File: config.mk
export PLATFORM = sky130hd
export DESIGN_NAME = quad_gen_flat
export DESIGN_NICKNAME = d
export VERILOG_FILES = /design/src/rtl/quad_gen_if.sv /design/src/rtl/quad_gen.sv /design/src/flat_wrapper.sv
export SDC_FILE = /design/constraint.sdc
export NUM_CORES = 1
export LEC_CHECK = 0
export CAP_MARGIN = 20
export CELL_PAD_IN_SITES_DETAIL_PLACEMENT = 1
export CELL_PAD_IN_SITES_GLOBAL_PLACEMENT = 2
export CORE_UTILIZATION = 35
export CTS_CLUSTER_DIAMETER = 40
export DETAILED_ROUTE_END_ITERATION = 8
export GPL_TIMING_DRIVEN = 1
export HOLD_SLACK_MARGIN = 0.06
export PLACE_DENSITY_LB_ADDON = 0.12
export SLEW_MARGIN = 20
export SYNTH_ARGS = -nofsm -noshare
export SYNTH_HDL_FRONTEND = slang
export SYNTH_SLANG_ARGS = --single-unit
File: constraint.sdc
create_clock -name clk -period 12.02 [get_ports clk]
set_input_delay 1.803 -clock clk [delete_from_list [all_inputs] [get_ports clk]]
set_output_delay 1.803 -clock clk [all_outputs]
set_load 0.01 [all_outputs]
File: src/rtl/quad_gen_if.sv
// quad_gen_if: request/status bundle between a paddle controller and the
// quadrature encoder emulator.
//
// Signals:
//   load      controller -> emulator  1-cycle strobe, captures target
//   target    controller -> emulator  requested position (WIDTH bits)
//   position  emulator -> controller  current emitted position
//   quadA     emulator -> controller  quadrature channel A
//   quadB     emulator -> controller  quadrature channel B
//   step      emulator -> controller  pulse in the cycle A/B change
//   busy      emulator -> controller  position has not yet reached target
//   done      emulator -> controller  pulse in the cycle the target is reached
//
// Modports:
//   master  the side that issues targets (CPU, attract logic, test bench)
//   slave   the emulator itself
interface quad_gen_if #(
    parameter int WIDTH = 10
);
    logic             load;
    logic [WIDTH-1:0] target;
    logic [WIDTH-1:0] position;
    logic             quadA;
    logic             quadB;
    logic             step;
    logic             busy;
    logic             done;

    modport master (
        output load,
        output target,
        input  position,
        input  quadA,
        input  quadB,
        input  step,
        input  busy,
        input  done
    );

    modport slave (
        input  load,
        input  target,
        output position,
        output quadA,
        output quadB,
        output step,
        output busy,
        output done
    );
endinterface

File: src/rtl/quad_gen.sv
// quad_gen: quadrature encoder emulator.
//
// Walks an internal position counter one count at a time towards a loaded
// target and emits the matching quadA/quadB Gray sequence, one edge every
// PERIOD clocks. Drives the quadrature inputs of the pong paddle decoder.
//
// Parameters:
//   WIDTH     width of position/target
//   PERIOD    clocks between quadrature edges (2..255)
//   INIT      position after reset
//   LIMIT_LO  lowest reachable position (targets below clamp up to it)
//   LIMIT_HI  highest reachable position (targets above clamp down to it)
//
// Ports:
//   clk    system clock, rising edge
//   reset  synchronous active-high reset, wins over load
//   bus    quad_gen_if slave modport (load/target in; position, quadA,
//          quadB, step, busy, done out)
module quad_gen #(
    parameter int WIDTH             = 10,
    parameter int unsigned PERIOD   = 4,
    parameter int unsigned INIT     = 0,
    parameter int unsigned LIMIT_LO = 0,
    parameter int unsigned LIMIT_HI = 1023
) (
    input  logic        clk,
    input  logic        reset,
    quad_gen_if.slave   bus
);

    localparam logic [7:0]       RELOAD   = 8'(PERIOD - 1);
    localparam logic [WIDTH-1:0] INIT_V   = WIDTH'(INIT);
    localparam logic [WIDTH-1:0] LO_V     = WIDTH'(LIMIT_LO);
    localparam logic [WIDTH-1:0] HI_V     = WIDTH'(LIMIT_HI);
    localparam logic [WIDTH-1:0] ONE      = WIDTH'(1);

    // Registered state
    logic [WIDTH-1:0] position_q;
    logic [WIDTH-1:0] target_q;
    logic             quad_a_q;
    logic             quad_b_q;
    logic [7:0]       timer_q;
    logic             step_q;
    logic             done_q;

    // Next-state values
    logic [WIDTH-1:0] target_clamped;
    logic [WIDTH-1:0] target_next;
    logic [WIDTH-1:0] position_next;
    logic             quad_a_next;
    logic             quad_b_next;
    logic [7:0]       timer_next;
    logic             step_now;
    logic             dir_up;

    // Clamp the requested target into the reachable window so that stepping
    // can never carry position outside it.
    always_comb begin
        target_clamped = bus.target;
        if (bus.target < LO_V) begin
            target_clamped = LO_V;
        end else if (bus.target > HI_V) begin
            target_clamped = HI_V;
        end
    end

    // Step decision and the next phase/position.
    // Direction is taken from the current target_q every step, so a retarget
    // mid-move simply changes which way the next edge goes.
    // Up walks 00->10->11->01 (A takes ~B, B takes A); down is the reverse
    // (A takes B, B takes ~A). Only one channel changes per step, and the
    // up/down choice shows up as A_new ^ B_old, which is what the decoder reads.
    always_comb begin
        step_now      = (timer_q == 8'd0) && (position_q != target_q);
        dir_up        = target_q > position_q;
        position_next = position_q;
        quad_a_next   = quad_a_q;
        quad_b_next   = quad_b_q;
        target_next   = bus.load ? target_clamped : target_q;

        if (step_now) begin
            if (dir_up) begin
                position_next = position_q + ONE;
                quad_a_next   = ~quad_b_q;
                quad_b_next   = quad_a_q;
            end else begin
                position_next = position_q - ONE;
                quad_a_next   = quad_b_q;
                quad_b_next   = ~quad_a_q;
            end
        end
    end

    // Period timer: reloads on a step, counts down to zero and parks there.
    // Parking at zero while idle lets the first edge of a new move go out on
    // the very next clock after the load.
    always_comb begin
        timer_next = timer_q;
        if (step_now) begin
            timer_next = RELOAD;
        end else if (timer_q != 8'd0) begin
            timer_next = timer_q - 8'd1;
        end
    end

    // done compares against the target that will be in force after this
    // edge, so done and the fall of busy always appear in the same cycle.
    always_ff @(posedge clk) begin
        if (reset) begin
            position_q <= INIT_V;
            target_q   <= INIT_V;
            quad_a_q   <= 1'b0;
            quad_b_q   <= 1'b0;
            timer_q    <= 8'd0;
            step_q     <= 1'b0;
            done_q     <= 1'b0;
        end else begin
            position_q <= position_next;
            target_q   <= target_next;
            quad_a_q   <= quad_a_next;
            quad_b_q   <= quad_b_next;
            timer_q    <= timer_next;
            step_q     <= step_now;
            done_q     <= step_now && (position_next == target_next);
        end
    end

    assign bus.position = position_q;
    assign bus.quadA    = quad_a_q;
    assign bus.quadB    = quad_b_q;
    assign bus.step     = step_q;
    assign bus.done     = done_q;
    assign bus.busy     = position_q != target_q;

endmodule

File: src/flat_wrapper.sv
// flat-port wrapper written by rule: the top's interface ports become plain ports
module quad_gen_flat 
#(
    parameter int WIDTH             = 10,
    parameter int unsigned PERIOD   = 4,
    parameter int unsigned INIT     = 0,
    parameter int unsigned LIMIT_LO = 0,
    parameter int unsigned LIMIT_HI = 1023
)
  (clk, reset, bus_load, bus_target, bus_position, bus_quadA, bus_quadB, bus_step, bus_busy, bus_done);
  quad_gen_if #(.WIDTH(WIDTH)) bus_i ();
  input  logic clk;
  input  logic reset;
  input wire logic [$bits(bus_i.load)-1:0] bus_load;
  input wire logic [$bits(bus_i.target)-1:0] bus_target;
  output wire logic [$bits(bus_i.position)-1:0] bus_position;
  output wire logic [$bits(bus_i.quadA)-1:0] bus_quadA;
  output wire logic [$bits(bus_i.quadB)-1:0] bus_quadB;
  output wire logic [$bits(bus_i.step)-1:0] bus_step;
  output wire logic [$bits(bus_i.busy)-1:0] bus_busy;
  output wire logic [$bits(bus_i.done)-1:0] bus_done;
  assign bus_i.load = bus_load;
  assign bus_i.target = bus_target;
  assign bus_position = bus_i.position;
  assign bus_quadA = bus_i.quadA;
  assign bus_quadB = bus_i.quadB;
  assign bus_step = bus_i.step;
  assign bus_busy = bus_i.busy;
  assign bus_done = bus_i.done;
  quad_gen #(.WIDTH(WIDTH), .PERIOD(PERIOD), .INIT(INIT), .LIMIT_LO(LIMIT_LO), .LIMIT_HI(LIMIT_HI)) u_core (.clk(clk), .reset(reset), .bus(bus_i));
endmodule
==> results.txt, run 1 <==
Measured along the y axis, the die boundary spans 77.35 um. Across all register-to-register paths, the minimum setup slack is 7710 ps. The power consumption is 859.6 uW, and the total nets after synthesis is 264. The tools report the number of standard-cell rows in the floorplan as 27. The worst setup path endpoint was u_core.bus.done. Summing all placed instances gives a cell area of 2320 um2. Internal power comes to 470.4 uW. For this run, the slowest stage of the critical path takes 760 ps.

The tools report the net count of the finished layout as 292. The worst setup path is of the reg -> reg kind. The power density normalized to cell area is 354.1 nW/um2. For this design the static power due to leakage is 1.020 nW. The synthesized design contains 0 enable-type register cells. By area, the combinational part of the netlist is dominated by simple AND/OR/NAND/NOR gates.

Pin count of the biggest net entering global routing: 32. For the worst setup path, the data arrival time is 4520 ps. The run gives 0 as the hold violation count in the final report. The worst hold path belongs to the class reg -> reg. After clock tree synthesis, the flow added hold-fix buffers numbering 0. The area of the placeable core came out at 5473 um2.

The routed wirelength normalized by instance count works out to 15.33 um. The HPWL after detailed placement came out at 3911 um. The tools report the number of distinct standard cells referenced by the synthesized netlist as 44. Of the total power, the share spent switching nets is 45.27%.

The post-route netlist has 5.769% of its cells at a drive strength greater than 1. Adder and majority cell fraction of the synthesized area: 12.97%. Traced cell by cell, the critical path runs through inv_1 > ha_1 > and3_1 > o21ai_0 > a31oi_1 > o21ai_1 > ha_1 > and3_4 > a22o_1 > a2111o_1 > a211o_1 > a21oi_2 > xnor3_1 > nor3_2. The first-pass detailed-route iteration total was 2; the number of synthesis warnings was 0.

Counting flops with an async set or reset pin after synthesis yields a share of 0%. In this run the post-CTS setup repair buffer count came out at 0. The tools report the root buffer cell as clkbuf_8.

Buffers inserted during clock tree synthesis total 5. The share of power burned in registers is 20.1%. The horizontal extent of the die is 77.35 um, and the via density per instance is 5.048. The max-slew violation count is 0. The library cell used most frequently in the layout, excluding fill and tap cells, is dfxtp_1. The worst-case headroom to the max-slew limit is 37.02%.

The critical register-to-register path startpoint is u_core.bus.position[3]. The worst register-to-register path ends at u_core.bus.done. The detailed router placed 1,676 vias in this run. The tools report the sum of routed wire length over all layers as 5088 um. TritonCTS sink count: 32. The cell at the slowest stage of the critical path is o21ai_1. The largest driver fanout on the critical path is 11, and the logic gate share of total power is 67.9%. Summing the areas of all and, or, nand and nor instances in the mapped netlist gives 19.02% of the synthesized area.

The total of buffers placed on input and output ports was 27; the level count of the clock H-tree was 2. Summed over all failing endpoints, the final setup total negative slack is 0 ps. Across the run, the number of max-cap violations was 0.

In this run the count of I/O pins placed on the die edge is 28. Once layout is complete, the utilization of the core stands at 44.35%. Each instance of the synthesized netlist takes up on average 8.601 um2. The cell area that synthesis handed to floorplanning was 1987 um2. Relative to the synthesized area, the layout overhead comes to 22.17%. Routability-driven placement finished with a final weighted congestion of 0.7506. The logs give 2427 um2 for the final standard cell area without fillers and 232.0 MHz for the highest attainable clock frequency.

Once the floorplan was initialized, standard cells occupied 36.31% of the core. In this run the remaining antenna-violating nets after routing total 0. Global routing consumed, over all layers together, 18.73% of the routing resources. The library cells used most frequently in the layout, excluding fill and tap cells, are 32 x dfxtp_1, 27 x clkdlybuf4s50_1, 24 x nor2_1.

The final critical delay including setup and external delays was 4311 ps; the clock skew after layout was 9.954 ps. The via count of the first global-routing pass was 1,790. The worst-case IR drop observed on VDD is 142.3 uV. Clock-pin slew was measured on the worst setup and hold paths at 80 ps.

The share of the synthesized area in compound gates (AO/OA/AOI/OAI) is 13.98%. Multiplexer cells account for 5.542% of the synthesized area. For the worst endpoint required time, the log shows 12,230 ps.

TritonCTS built the clock tree. At the later pin of the worst-skew pair, clock insertion delay measures 290 ps. The tools report the sort of element at the start of the critical path as a flip-flop.

The xor/xnor share of the synthesized area was 11.27%; the buffer depth of the longest clock path was 2. The clock share of power was 12.1%. The die covers 5982 um2.

The sort of element at the end of the critical path is a flip-flop. The number of antenna violations at the first check in global routing is 0, and the remaining global-route overflow is 0. After synthesis the netlist holds a flip-flop and latch count of 32.

The tools report the wire length of the first global-routing pass as 8735 um. In the routed design, unresolved DRC markers number 0. The run gives 0 as the post-cts repair resize count. Setup repair after global routing left no endpoint under its margin. The number of antenna diodes in the final layout is 0. Among the stages of the critical path, the cell type that occurs most often is ha_1. The run gives 39 as the number of violations reported at the end of detailed-routing iteration 0. Tracing the worst setup path back leads to its startpoint at u_core.bus.position[3]. The number of setup violations in the final report came out at 0. The slew at the pin closest to its max-slew limit was 938.4 ps. Of the synthesized area, sequential elements account for 32.24%. Measured in cells, the most critical reg-to-reg path has a length of 14. The most instantiated flip-flop cell in the synthesis netlist is dfxtp_1. Fill cells in the final layout number 659. For this design the total switching power over the nets is 389.2 uW. The final critical path takes up 35.86% of the cycle. In the synthesized netlist, the number of instances is 231.

The flow ran to the end, and the final reports show no timing, DRC or antenna violations.
-- Yosys cell counts, types with 2 or more instances --
master	instances	area share, %
and2_1	3	0.94
and3_1	2	0.63
ha_1	19	12
xor2_1	7	3.1
a31oi_1	2	0.63
clkbuf_1	5	0.94
nor3_1	8	2.0
dfxtp_1	32	32
a21o_1	4	1.5
nor2_1	24	4.5
nand2_1	21	4.0
nor2b_1	3	0.94
nand4_1	2	0.63
mux2i_1	11	5.5
o211ai_1	2	0.76
nand3_1	4	1.0
a21oi_1	17	4.3
and4_1	2	0.88
xnor2_1	13	5.7
a211oi_1	5	1.9
inv_1	17	3.2
o21ai_0	6	1.5
-- critical path: cells and delay by family (launching register included) --
| kind | cells | cell delay (ps) |
|---|---|---|
| AO/OA/AOI/OAI | 7 | 2240 |
| XOR/XNOR | 1 | 250 |
| adder cells (fa/ha/maj) | 2 | 760 |
| buffers and inverters | 1 | 70 |
| flip-flops | 1 | 390 |
| AND/OR/NAND/NOR | 3 | 520 |
-- routing by layer --
layer  share of wire [%]  track usage [%]
met1                  48            22.86
met2                  49            33.72
met5                   0                0
met4                0.79            3.774
met3                 2.6            3.882
-- worst min-delay path by stage --
stage	end	depth (start not counted)	from
floorplan	u_core.timer_q[6]	2	u_core.timer_q[6]
global placement	u_core.timer_q[6]	2	u_core.timer_q[6]
detailed placement	u_core.timer_q[6]	2	u_core.timer_q[6]
CTS	u_core.timer_q[6]	2	u_core.timer_q[6]
global route	u_core.bus.quadB	2	u_core.bus.quadB
finish	u_core.timer_q[6]	2	u_core.timer_q[6]
-- stage by stage --
step           hold slack [ps]  std cells  setup slack [ps]
5_1_grt                  513.7        332              7408
3_5_place_dp             478.5        324              7689
4_1_cts                  490.0        332              7663
3_3_place_gp             466.4        324              7765
2_1_floorplan            449.8        231              8144
6_report                 482.9        332              7709
-- power groups by stage --
stage / Sequential, mW / Combinational [mW] / Clock, mW
global placement: 0.175 / 0.587 / 0
finish: 0.172 / 0.583 / 0.104
detailed placement: 0.176 / 0.588 / 0
global route: 0.178 / 0.656 / 0.110
CTS: 0.173 / 0.592 / 0.107
floorplan: 0.176 / 0.442 / 0
-- registers in the layout (all words and copies together), names as in the netlist --
signal,flops
u_core.bus.position,10
u_core.bus.quadB,1
u_core.target_q,10
u_core.bus.quadA,1
u_core.timer_q,8
u_core.bus.done,1
u_core.bus.step,1
-- area by class of cell --
class                      instances  area (um2)  share of cell area [%]
multi-input combinational        175        1247                   51.39
sequential                        32       640.6                   26.39
timing repair buffer              28       277.8                   11.44
tap                               72       90.09                   3.711
clock buffer                       6       72.57                   2.990
inverter                          17       63.81                   2.629
clock inverter                     2       35.03                   1.443
-- cell families (layout without fill, tap and decap cells) --
family / after synthesis / after routing
AOI/OAI and AO/OA: 44 / 44
xor gates and xnor gates: 22 / 22
adders and majority gates: 20 / 20
buffers and inverters: 24 / 53
DFF: 32 / 32
muxes: 11 / 11
and+or+nand+nor: 78 / 78
(Power assumes the default switching activity.)
==> run 2: changes to the inputs <==
--- a/config.mk
+++ b/config.mk
@@ -8,7 +8,7 @@
 export CAP_MARGIN = 20
 export CELL_PAD_IN_SITES_DETAIL_PLACEMENT = 1
 export CELL_PAD_IN_SITES_GLOBAL_PLACEMENT = 2
-export CORE_UTILIZATION = 35
+export CORE_UTILIZATION = 29
 export CTS_CLUSTER_DIAMETER = 40
 export DETAILED_ROUTE_END_ITERATION = 8
 export GPL_TIMING_DRIVEN = 1
==> constraint.sdc (replaced) <==
create_clock -name clk -period 3.91 [get_ports clk]
set_input_delay 0.5865 -clock clk [delete_from_list [all_inputs] [get_ports clk]]
set_output_delay 0.5865 -clock clk [all_outputs]
set_load 0.01 [all_outputs]
==> run 2 against run 1 <==
  * Clock skew down 4.1 ps
  * Design area up 3.4%
  * Global-route usage down 2.6 points
  * Critical path type unchanged
  * Critical endpoint unchanged
  * Largest power group unchanged
==> results.txt, run 2 (synthesis gave the netlist of run 1 again) <==
The root buffer cell was clkbuf_8. Sort of element at the start of the critical path: a flip-flop. The clock input transition at the sequential cells of the worst setup and hold paths is 70 ps (about the same), and the net count of the finished layout is 299 (+2.4%). The wire length of the first global-routing pass is 8914 um (+2.0%), and the largest voltage drop on the vdd net is 448.2 uV (+220%). For the level count of the clock H-tree, the log shows 2 (unchanged).

The filler cell count came out at 769 (+17%). Layout overhead on the synthesized area: 26.32%. The fraction of final layout cells with drive strength greater than 1 is 10.11% (+4.3 points), and the hold violation count in the final report is 0 (unchanged).

The remaining antenna violation count is 0 (unchanged). The number of max-cap violations is 0 (unchanged). The run gives 290 ps (about the same) as the clock latency at the later pin of the worst-skew pair.

The total inserted antenna cells came out at 0 (unchanged). Leaving out fill and tap cells, the most frequent cells in the layout are 28 x dfxtp_1, 27 x clkdlybuf4s50_1, 24 x nor2_1. The critical path class is reg -> reg. Slew at the pin closest to its max-slew limit: 701.3 ps (-237.1 ps). For the register area, the log shows 645.6 um2 (+0.78%). The largest driver fanout on the critical path was 7 (-4); the leakage power of the design was 1.065 nW (+4.4%). The horizontal extent of the die works out to 84.78 um (+9.6%). TritonCTS built the clock tree.

The tools report the number of setup violations in the final report as 0 (unchanged). STA classifies the critical path endpoint as a flip-flop. The tools report the number of buffers added by the clock tree synthesis step as 5 (unchanged). The tools report the sum of negative setup slack as 0 ps (unchanged). Setup repair after global routing left no endpoint under its margin. The combined global-route utilization of all metal layers is 16.10% (-2.6 points), and the worst hold slack after final layout is 485.3 ps (+2.353 ps).

The period utilization works out to 94.44% (+59 points). For the full die area, the log shows 7187 um2 (+20%). The number of remaining DRC errors was 0 (unchanged). The sum of routed wire length over all layers is 5283 um (+3.8%), and the number of standard-cell rows in the floorplan is 29 (+7.4%). The tools report the power consumption as 2.804 mW (+230%). The die height was 84.78 um (+9.6%); the highest attainable clock frequency was 270.8 MHz (+17%).

The logs give 4071 um (+4.1%) for the HPWL after detailed placement and 28 (unchanged) for the number of top-level design ports. For the final standard cell area without fillers, the log shows 2510 um2 (+3.4%). The worst hold path belongs to the class reg -> reg. The logs give 53.10% (+16 points) for the worst-case headroom to the max-slew limit and 6495 um2 (+19%) for the area of the placeable core. The via count of the first global-routing pass came out at 1,846 (+3.1%). The final critical delay including setup and external delays came out at 3693 ps (-618.3 ps). For the initial core utilization, the log shows 30.59% (-5.7 points). The run gives 8 (+6) as the first-pass detailed-route iteration total. The number of antenna violations at the first check in global routing was 0 (unchanged); the detailed-route via count was 1,698 (+1.3%).

For the pin count of the biggest net entering global routing, the log shows 32 (unchanged). The power density normalized to cell area was 1117 nW/um2 (+220%). The run gives 0.7859 (+4.7%) as the final weighted congestion in routability-driven placement. The tools report the TritonCTS sink count as 32 (unchanged). The max-slew violation count is 0 (unchanged), and the buffer depth of the longest clock path is 2 (unchanged). The most frequent standard cell in the layout excluding fill and tap cells is dfxtp_1.

For the total area of multi-input combinational cells, the log shows 1247 um2 (unchanged). The final core utilization was 38.64% (-5.7 points). The logs give 48 (+23%) for the number of violations reported at the end of detailed-routing iteration 0 and 5.834 ps (-4.120 ps) for the clock skew after layout. The cell area after placement is 2379 um2 (+2.5%), and the total of buffers placed on input and output ports is 27 (unchanged). The logs give 0 (unchanged) for the remaining global-route overflow and 0 (unchanged) for the number of hold buffers added after cts. The routed wirelength normalized by instance count came out at 15.36 um (+0.21%). The run finished with clean final reports. The run gives 3920 ps (-600 ps) as the data arrival at the endpoint of the critical path.

The worst endpoint required time was 4140 ps (-8090 ps). The via density per instance is 4.936 (-2.2%).
[run 2: cell count changes in the layout (fill, tap and decap cells not counted), sizes merged]
| cell | before | now |
|---|---|---|
| clkinv | 1 | 0 |
| buf | 1 | 8 |
| clkbuf | 6 | 7 |
[run 2: cell type report]
cell class | instances | area share, %
clock inverter | 1 | 1.196
tap | 77 | 3.838
multi-input combinational | 175 | 49.70
sequential | 32 | 25.72
inverter | 17 | 2.542
clock buffer | 7 | 3.838
timing repair buffer | 35 | 13.16
[run 2: power by group]
part,internal (mW),switching (mW),leakage (nW)
sequential,0.434,0.0972,0.265
clock,0.225,0.138,0.0645
combinational,0.905,1.01,0.736
total,1.56,1.24,1.06
[run 2: repair_timing]
item	in CTS	in global routing
gates resized for setup	0	4
buffers inserted	0	0
setup endpoints to repair	0	1
[run 2: path summary, 6_finish.rpt]
kind | from | slack [ps] | cells after the start | end
worst min-delay path | u_core.bus.position[5] | 490 | 2 | u_core.bus.position[5]
worst max register to register | u_core.bus.position[4] | 220 | 15 | u_core.bus.done
worst min register to register | u_core.bus.position[5] | 490 | 2 | u_core.bus.position[5]
worst max-delay path | u_core.bus.position[4] | 220 | 15 | u_core.bus.done
[run 2: stage by stage]
| stage | setup WS (ps) | instances |
|---|---|---|
| global placement | 178.8 | 336 |
| CTS | 101.4 | 344 |
| global route | 10.56 | 344 |
| detailed placement | 135.0 | 336 |
| floorplan | 33.99 | 231 |
| finish | 217.4 | 344 |
[run 2: critical path: stages, from the launching register on]
cell	delay (ps)
dfxtp_1	330
inv_1	50
ha_1	310
and4_1	220
o21ai_0	80
a31oi_1	260
o21ai_1	120
buf_4	190
ha_1	340
and3_4	190
a22o_1	240
a2111o_1	390
a211o_1	310
a21oi_2	200
xnor3_1	250
nor3_2	150
[run 2: layer usage]
metal / GRT usage (%) / share of wire, %
met5: 0 / 0
met4: 4.622 / 0.64
met3: 2.557 / 2.6
met2: 28.16 / 48
met1: 20.43 / 48
==> run 3: changes to the inputs <==
--- a/config.mk
+++ b/config.mk
@@ -14,6 +14,7 @@
 export GPL_TIMING_DRIVEN = 1
 export HOLD_SLACK_MARGIN = 0.06
 export PLACE_DENSITY_LB_ADDON = 0.12
+export SKIP_LAST_GASP = 1
 export SLEW_MARGIN = 20
 export SYNTH_ARGS = -nofsm -noshare
 export SYNTH_HDL_FRONTEND = slang
==> results of run 3 <==
The final DEF is identical to that of run 2; final timing and power are the same.
